--- src/rtl/i2s_tx_if.sv ---
// -----------------------------------------------------------------------------
// i2s_tx_if -- sample handshake between the distortion stage and i2s_tx.
//
// Signals:
//   in_data   [WIDTH-1:0]  two's-complement sample
//   in_valid               in_data holds a sample
//   in_ready               the transmitter accepts a sample this cycle
//
// Modports:
//   master  -- sample producer (drives in_data/in_valid, sees in_ready)
//   slave   -- i2s_tx          (sees in_data/in_valid, drives in_ready)
// -----------------------------------------------------------------------------
interface i2s_tx_if #(
   parameter int WIDTH = 16
);
   logic [WIDTH-1:0] in_data;
   logic             in_valid;
   logic             in_ready;

   modport master (output in_data, output in_valid, input in_ready);
   modport slave  (input in_data, input in_valid, output in_ready);
endinterface

--- src/rtl/i2s_tx.sv ---
// -----------------------------------------------------------------------------
// i2s_tx -- mono I2S transmitter (same sample on left and right channel).
//
// Parameters:
//   WIDTH     sample width in bits (two's complement)
//   BCLK_DIV  clk cycles per bclk half-period, 1..255
//
// Ports:
//   clk           system clock, rising edge
//   rst_n         asynchronous active-low reset
//   in_if         i2s_tx_if.slave sample handshake (in_data/in_valid/in_ready)
//   bclk          I2S bit clock (registered)
//   lrclk         I2S word select, 0 = left, 1 = right (registered)
//   sdata         I2S serial data, MSB first (registered)
//   underrun      one-clk pulse when a frame starts with no sample available
//   underrun_cnt  8-bit saturating underrun counter, present only when
//                 I2S_TX_UNDERRUN_CNT_EN is defined
//
// A single-entry holding register decouples the producer from the frame
// timing. A frame is 2*WIDTH bclk slots; the frame register is loaded on the
// bclk falling edge where the slot counter wraps to 0. An empty holding
// register at that edge is bypassed by a same-cycle transfer, otherwise the
// frame is sent as zeros and underrun pulses.
// -----------------------------------------------------------------------------
module i2s_tx #(
   parameter int WIDTH    = 16,
   parameter int BCLK_DIV = 2
) (
   input  logic       clk,
   input  logic       rst_n,
   i2s_tx_if.slave    in_if,
   output logic       bclk,
   output logic       lrclk,
   output logic       sdata,
   output logic       underrun
`ifdef I2S_TX_UNDERRUN_CNT_EN
   ,
   output logic [7:0] underrun_cnt
`endif
);

   localparam int SLOTS = 2 * WIDTH;
   localparam int SW    = $clog2(SLOTS);
   localparam int IW    = $clog2(WIDTH);
   localparam logic [SW-1:0] LAST_SLOT = SW'(SLOTS - 1);

   logic [7:0]       div_cnt;
   logic [SW-1:0]    slot;
   logic [WIDTH-1:0] frame;
   logic [WIDTH-1:0] hold;
   logic             hold_valid;

   logic             tick;        // divider terminal count: bclk toggles
   logic             fall;        // this edge drives bclk 1->0
   logic             load;        // frame load edge
   logic             xfer;        // handshake completes this edge
   logic             underrun_set;
   logic [SW-1:0]    slot_nxt;
   logic [WIDTH-1:0] frame_nxt;
   logic [IW-1:0]    bit_idx;
   logic             lrclk_nxt;

   assign in_if.in_ready = !hold_valid;

   always_comb begin
      // NOTE: every signal gets a default first so no path leaves it unassigned (no latch).
      tick         = (div_cnt == 8'(BCLK_DIV - 1));
      fall         = tick && bclk;
      load         = fall && (slot == LAST_SLOT);
      xfer         = in_if.in_valid && !hold_valid;
      underrun_set = load && !hold_valid && !xfer;
      slot_nxt     = load ? '0 : slot + 1'b1;
      frame_nxt    = frame;
      if (load) begin
         if (hold_valid)  frame_nxt = hold;
         else if (xfer)   frame_nxt = in_if.in_data;   // bypass the empty hold
         else             frame_nxt = '0;
      end
      // Left channel uses slots 0..WIDTH-1, right channel WIDTH..2*WIDTH-1,
      // both MSB first from the same frame word.
      if (slot_nxt < SW'(WIDTH)) bit_idx = IW'(SW'(WIDTH - 1) - slot_nxt);
      else                       bit_idx = IW'(LAST_SLOT - slot_nxt);
      // Word select leads each channel's MSB by one slot.
      lrclk_nxt = (slot_nxt >= SW'(WIDTH - 1)) && (slot_nxt <= SW'(SLOTS - 2));
   end

   always_ff @(posedge clk or negedge rst_n) begin
      if (!rst_n) begin
         div_cnt    <= '0;
         bclk       <= 1'b0;
         slot       <= LAST_SLOT;   // so the first bclk fall is a frame load
         // NOTE: data registers are reset too, so a reset mid-frame drops the held sample and sends no stale bits.
         frame      <= '0;
         hold       <= '0;
         hold_valid <= 1'b0;
         lrclk      <= 1'b0;
         sdata      <= 1'b0;
         underrun   <= 1'b0;
      end else begin
         // NOTE: non-blocking assignments so every register sees pre-edge values.
         underrun <= underrun_set;

         if (tick) begin
            div_cnt <= '0;
            bclk    <= !bclk;
         end else begin
            div_cnt <= div_cnt + 8'd1;
         end

         if (fall) begin
            slot  <= slot_nxt;
            frame <= frame_nxt;
            sdata <= frame_nxt[bit_idx];
            lrclk <= lrclk_nxt;
         end

         // in_ready is low whenever hold_valid is set, so a transfer never
         // collides with a held sample moving into the frame register.
         if (load) begin
            hold_valid <= 1'b0;
         end else if (xfer) begin
            hold       <= in_if.in_data;
            hold_valid <= 1'b1;
         end
      end
   end

`ifdef I2S_TX_UNDERRUN_CNT_EN
   always_ff @(posedge clk or negedge rst_n) begin
      if (!rst_n)                                  underrun_cnt <= '0;
      else if (underrun_set && underrun_cnt != 8'hFF) underrun_cnt <= underrun_cnt + 8'd1;
   end
`endif

endmodule

--- src/flat_wrapper.sv ---
// flat-port wrapper written by rule: the top's interface ports become plain ports
module i2s_tx_flat 
#(
   parameter int WIDTH    = 16,
   parameter int BCLK_DIV = 2
)
  (clk, rst_n, bclk, lrclk, sdata, underrun, in_if_in_data, in_if_in_valid, in_if_in_ready);
  i2s_tx_if #(.WIDTH(WIDTH)) in_if_i ();
  input  logic clk;
  input  logic rst_n;
  output logic bclk;
  output logic lrclk;
  output logic sdata;
  output logic underrun;
  input wire logic [$bits(in_if_i.in_data)-1:0] in_if_in_data;
  input wire logic [$bits(in_if_i.in_valid)-1:0] in_if_in_valid;
  output wire logic [$bits(in_if_i.in_ready)-1:0] in_if_in_ready;
  assign in_if_i.in_data = in_if_in_data;
  assign in_if_i.in_valid = in_if_in_valid;
  assign in_if_in_ready = in_if_i.in_ready;
  i2s_tx #(.WIDTH(WIDTH), .BCLK_DIV(BCLK_DIV)) u_core (.clk(clk), .rst_n(rst_n), .in_if(in_if_i), .bclk(bclk), .lrclk(lrclk), .sdata(sdata), .underrun(underrun));
endmodule
--- config.mk ---
export PLATFORM = sky130hd
export DESIGN_NAME = i2s_tx_flat
export DESIGN_NICKNAME = d
export VERILOG_FILES = /design/src/rtl/i2s_tx_if.sv /design/src/rtl/i2s_tx.sv /design/src/flat_wrapper.sv
export SDC_FILE = /design/constraint.sdc
export NUM_CORES = 1
export LEC_CHECK = 0
export ABC_AREA = 1
export CAP_MARGIN = 20
export CELL_PAD_IN_SITES_DETAIL_PLACEMENT = 1
export CELL_PAD_IN_SITES_GLOBAL_PLACEMENT = 1
export CORE_MARGIN = 1
export CORE_UTILIZATION = 40
export DETAILED_ROUTE_END_ITERATION = 12
export MAX_ROUTING_LAYER = met4
export PLACE_DENSITY_LB_ADDON = 0.1
export SLEW_MARGIN = 30
export SYNTH_ARGS = -nofsm -noshare
export SYNTH_HDL_FRONTEND = slang
export SYNTH_SLANG_ARGS = --single-unit
--- constraint.sdc ---
create_clock -name clk -period 3.5 [get_ports clk]
set_clock_uncertainty 0.1 [all_clocks]
set_input_delay 0.525 -clock clk [delete_from_list [all_inputs] [get_ports clk]]
set_output_delay 0.525 -clock clk [all_outputs]
set_load 0.005 [all_outputs]
==> impl_metrics.ini, run 1 <==
[run_status]
status = complete, no violations

[detailed_routing]
drt_iter0_drc = 108
drt-vias-per-instance = 4.948
firstDrtPassIters = 4
routed_wl_um = 5291
wl_per_cell_um = 13.03
ant_nets = 0
drc = 0
vias = 2009

[setup_path]
crit_required_ps = 3590
crit_chain = ha_1 -> nand2_1 -> nor2_1 -> ha_1 -> nand3_4 -> nand2_2 -> mux2_2
cp_top_family = simple AND/OR/NAND/NOR gates
arrival_ps = 2580
path_max_fanout = 27
crit_buf_inv = 0
slowest_delay_ps = 580
crit_slowest_cell = dfstp_2
start_kind = flop
critPathKind = flop to flop
end_kind = flop
cp_common_cell = ha_1

[sta]
rsz0062_at_grt = false
timing.hold.ws_ps = 181.0
setup_slack_ps = 1009
period_needed_ps = 2491
finalCritPeriodShare_pct = 71.17
slew_violations = 0
fmax_ghz = 0.4015
setup_tns_ps = 0
maxSlewHeadroom_pct = 50.99
finalSetupViolCount = 0
hold_viol = 0
worst_slew_pin_slew_ps = 735.2

[synth]
yosys_warnings = 0
avgSynthCellArea_um2 = 8.101
yosys.area_share.simple_pct = 25.11
synthTopCellsByCount = 96 x nand2_1, 45 x dfrtp_1, 42 x inv_1
synth_top_area_share_pct = 44.84
synth-compound-area-share_pct = 8.371
synthCells = 310
synth-edff-count = 0
synth_xor_area_share_pct = 2.093
synth_area_leader_cell = dfrtp_1
synthTopCellsByArea = dfrtp_1 45%, nand2_1 14%, o21ai_0 7.2%
synth.distinct_cells = 27
synth.most_common_cell = nand2_1
synth_top_family_by_area = simple AND/OR/NAND/NOR gates
syn_nets = 334
async_flop_share_pct = 100.0
synthFlopType = dfrtp_1
yosysSeqAreaShare_pct = 50.07
synth.mux.area_fraction_pct = 2.242
yosys.area_share.adder_pct = 2.491
ys_ff_latch = 50
synth_area_um2 = 2511

[clock_network]
cts_resized = 0
clk_pin_slew_ps = 90
cts_buffers = 5
post_cts_buffers = 0
htreeDepth = 2
cts_buffer_depth = 2
clock_latency_ps = 300
ctsHoldBuffers = 0
root_buffer = clkbuf_8
clock_sinks = 50
cts_tree = built

[grt]
grt.overflow.total = 0
grt_use_total_pct = 19.11
grt_pass1_wl_um = 9349
grt_pass1_vias = 2023
antenna_found_initial = 0
grt_max_degree = 33

[place]
dpl_worst_slack_ps = 985.1
gp_congestion = 0.8442
port_buffers = 23
hpwl_um = 3888

[pwr]
power.leakage_uw = 0.001426
p_total_uw = 1010
p_per_area_nw_per_um2 = 354.4
peakVddDrop_uv = 182.5

[die]
rows = 28
coreArea_um2 = 5991
start_util_pct = 41.92
die_area_um2 = 6599
dieHeight_um = 81.24
die_w_um = 81.24
pin_count = 24

[finish]
layout-area-overhead-vs-synth_pct = 13.50
drive_gt1_share_pct = 8.459
diodes = 0
nets = 355

[min_path]
hp-class = input pin to async pin

[flow_run]
cap_violations = 0
## worst paths after layout
path,cells past startpoint,slack [ps],to,start
hold reg to reg,2,380,u_core.frame[9],u_core.frame[9]
setup / recovery,7,1010,u_core.hold[5],u_core.slot[0]
setup reg to reg,7,1010,u_core.hold[5],u_core.slot[0]
max in group asynchronous,2,2370,u_core.hold[0],rst_n
hold / removal,1,180,u_core.div_cnt[3],rst_n
min in group clk,2,380,u_core.frame[9],u_core.frame[9]
## worst reg2reg max path, cell delays in order, from the launching register on
cell,delay (ps)
dfstp_2,580
ha_1,200
nand2_1,60
nor2_1,90
ha_1,250
nand3_4,270
nand2_2,460
mux2_2,390
## per-stage QoR
stage / instances / utilization [%] / area [um2]
finish: 406 / 47.58 / 2850
global placement: 399 / 46.24 / 2770
floorplan: 310 / - / 2511
CTS: 406 / 47.58 / 2850
global route: 406 / 47.58 / 2850
detailed placement: 399 / 46.24 / 2770
## metal layers
metal | track usage, % | wire [um]
met2 | 29.83 | 2443
met3 | 3.483 | 132
met4 | 4.464 | 26
met5 | - | 0
met1 | 25.70 | 2689
## placed cells by master, fill, tap and decap left out, drive strengths merged
| cell | netlist | routed |
|---|---|---|
| nand2 | 101 | 101 |
| dfrtp | 45 | 45 |
| inv | 43 | 43 |
| o21ai | 36 | 36 |
| nand3 | 28 | 28 |
| clkdlybuf4s50 | 0 | 22 |
| nor2 | 11 | 11 |
| clkbuf | 4 | 6 |
| nor3 | 5 | 5 |
| xor2 | 5 | 5 |
| mux2 | 5 | 5 |
| ha | 5 | 5 |
| dfstp | 5 | 5 |
| a21oi | 3 | 3 |
| clkinv | 3 | 3 |
| buf | 6 | 2 |
| xnor2 | 1 | 1 |
| or2 | 1 | 1 |
| nand4 | 1 | 1 |
| a31oi | 1 | 1 |
| a22o | 1 | 1 |
| clkinvlp | 0 | 1 |
## logic make-up after synthesis
logic type,after synthesis
AOI/OAI and AO/OA,41
xor gates and xnor gates,6
adders and majority gates,5
buffers and inverters,56
DFF,50
muxes,5
and+or+nand+nor,147
## cell type report
type / count / area (um2)
inverters: 46 / 173.9
fillers: 751 / 3141
well taps: 75 / 93.84
multi-input cells: 204 / 1012
clock inverters: 1 / 7.507
flip-flops and latches: 50 / 1257
clock buffers: 6 / 72.57
repair buffers: 24 / 232.7
## where the power goes
| part | switching, uW | leakage [uW] | internal (uW) |
|---|---|---|---|
| logic | 39.0 | 0.000829 | 37.7 |
| clock network | 186 | 0.0000373 | 138 |
| registers | 11.0 | 0.000560 | 599 |
| total | 236 | 0.00143 | 774 |
## state kept, by name (all words and copies together) (netlist names)
signal             cells
u_core.lrclk           1
u_core.sdata           1
u_core.hold           16
u_core.bclk            1
u_core.frame          16
u_core.hold_valid      1
u_core.slot            5
u_core.div_cnt         8
u_core.underrun        1
Power figures use the tool's default switching activity.
==> run 2, diff against run 1 <==
Clock period 3.5 ns to 2.6 ns, I/O delays scaled along.
==> run 2 against run 1 <==
Core utilization grew 0.81 points. Sequential power grew 34%. Worst setup slack lost 760 ps. Global-route usage grew 0.13 points. Clock power grew 69%. Die area is the same. Wire length grew 2.8%. Register-to-register slack lost 760 ps. Critical path depth grew 3. Maximum frequency grew 5.8%. Power grew 46%. Cell area grew 1.7%. Critical path type unchanged. Critical endpoint is now u_core.lrclk.
==> impl_metrics.ini, run 2 (synthesis results as in run 1) <==
[die]
die_w_um = 81.24
coreArea_um2 = 5991
dieHeight_um = 81.24
rows = 28
pin_count = 24
start_util_pct = 41.92
die_area_um2 = 6599

[setup_path]
reg2reg_depth = 10
end_kind = flop
r2r-start = u_core.slot[0]
r2r-end = u_core.lrclk
slowest_delay_ps = 580
path_max_fanout = 24
cp_top_family = simple AND/OR/NAND/NOR gates
arrival_ps = 2450
crit_start = u_core.slot[0]
crit_chain = ha_1 -> nand2_1 -> nor2_1 -> ha_1 -> nand3_4 -> nand2_1 -> nor2_1 -> o21ai_0 -> nand2_1 -> a22o_1
cp_common_cell = nand2_1
crit_slowest_cell = dfstp_2
start_kind = flop
critPathKind = flop to flop
regToRegSetupSlack_ps = 250
crit_required_ps = 2690
crit_buf_inv = 0

[place]
hpwl_um = 3836
gp_congestion = 0.7903
port_buffers = 23
dpl_worst_slack_ps = 273.4

[detailed_routing]
ant_nets = 0
drt-vias-per-instance = 4.924
wl_met2_um = 2588
wl_per_cell_um = 13.27
vias = 2019
firstDrtPassIters = 4
wl_met3_um = 114
drt_iter0_drc = 75
drc = 0
highest_layer = met4
met1_length_um = 2664
routed_wl_um = 5439

[clock_network]
clk_pin_slew_ps = 90
cts_buffer_depth = 2
clock_latency_ps = 300
cts_resized = 0
htreeDepth = 2
cts_buffers = 5
clock_sinks = 50
ctsHoldBuffers = 0
root_buffer = clkbuf_8
cts_tree = built
post_cts_buffers = 0

[finish]
drive_gt1_share_pct = 9.254
final_common_cell = nand2_1
reg_top3 = u_core.frame (16), u_core.hold (16), u_core.div_cnt (8)
layout-area-overhead-vs-synth_pct = 15.45
fill_cells = 768
nets = 358
final_cell_mix = 96 x nand2_1, 45 x dfrtp_1, 42 x inv_1
diodes = 0

[pwr]
peakVddDrop_uv = 238.0
p_comb_share_pct = 7.0
sw_frac_of_total_pct = 22.06
internal_power_uw = 1146
power.switching_uw = 324.3
p_clk_share_pct = 37.2
p_per_area_nw_per_um2 = 507.1
p_seq_share_pct = 55.8
power.leakage_uw = 0.001455

[grt]
grt_pass1_wl_um = 9308
grt_pass1_vias = 2039
antenna_found_initial = 0
grt_max_degree = 51
grt_use_total_pct = 19.24
grt.overflow.total = 0

[run_status]
status = complete, no violations

[sta]
finalSetupViolCount = 0
finalCritPeriodShare_pct = 90.57
period_needed_ps = 2355
setup_tns_ps = 0
setup_slack_ps = 245.1
rsz0062_at_grt = false
fmax_ghz = 0.4246
slew_violations = 0
hold_viol = 0
maxSlewHeadroom_pct = 57.05
worst_slew_pin_slew_ps = 644.2

[flow_run]
cap_violations = 0

[min_path]
hp-class = input pin to async pin
[run 2: cell types whose count changed in the layout (fill, tap and decap cells not counted), sizes merged]
cell and change:
bufinv +1, clkbuf +1, buf +3, clkinvlp -1
[run 2: power groups by stage]
| stage | combinational (uW) | clock, uW | sequential (uW) |
|---|---|---|---|
| floorplan | 48.3 | 0 | 832 |
| global placement | 102 | 0 | 834 |
| detailed placement | 105 | 0 | 836 |
| CTS | 106 | 566 | 821 |
| global route | 121 | 590 | 823 |
| finish | 103 | 547 | 820 |
[run 2: metal layers]
layer / vias up / track usage [%]
met1: 971 / 24.45
met5: - / -
li1: 1018 / -
met4: 0 / 6.429
met2: 25 / 31.18
met3: 5 / 3.034
[run 2: per-stage QoR]
stage | std cells | util [%] | instance area (um2) | power, uW | hold WS, ps
detailed placement | 402 | 46.62 | 2793 | 940.6 | 361.6
global placement | 402 | 46.62 | 2793 | 936.5 | 364.2
global route | 410 | 48.39 | 2899 | 1534 | 159.4
finish | 410 | 48.39 | 2899 | 1470 | 85.64
floorplan | 310 | - | 2511 | 880.7 | -5.591
CTS | 410 | 48.39 | 2899 | 1493 | 111.6
[run 2: final cells by class]
type	instances	area, um2	share of cell area [%]
clock buffer	7	76.32	2.633
inverter	46	173.9	5.999
tap	75	93.84	3.237
timing repair buffer	27	255.2	8.804
clock inverter	1	30.03	1.036
sequential	50	1257	43.38
multi-input combinational	204	1012	34.92
[run 2: worst max path at each step]
| stage | to | slack, ps | depth (start not counted) |
|---|---|---|---|
| 5_1_grt | u_core.lrclk | 30 | 10 |
| 2_1_floorplan | u_core.sdata | 630 | 12 |
| 6_report | u_core.lrclk | 250 | 10 |
| 4_1_cts | u_core.lrclk | 250 | 10 |
| 3_3_place_gp | u_core.sdata | 330 | 11 |
| 3_5_place_dp | u_core.lrclk | 270 | 10 |
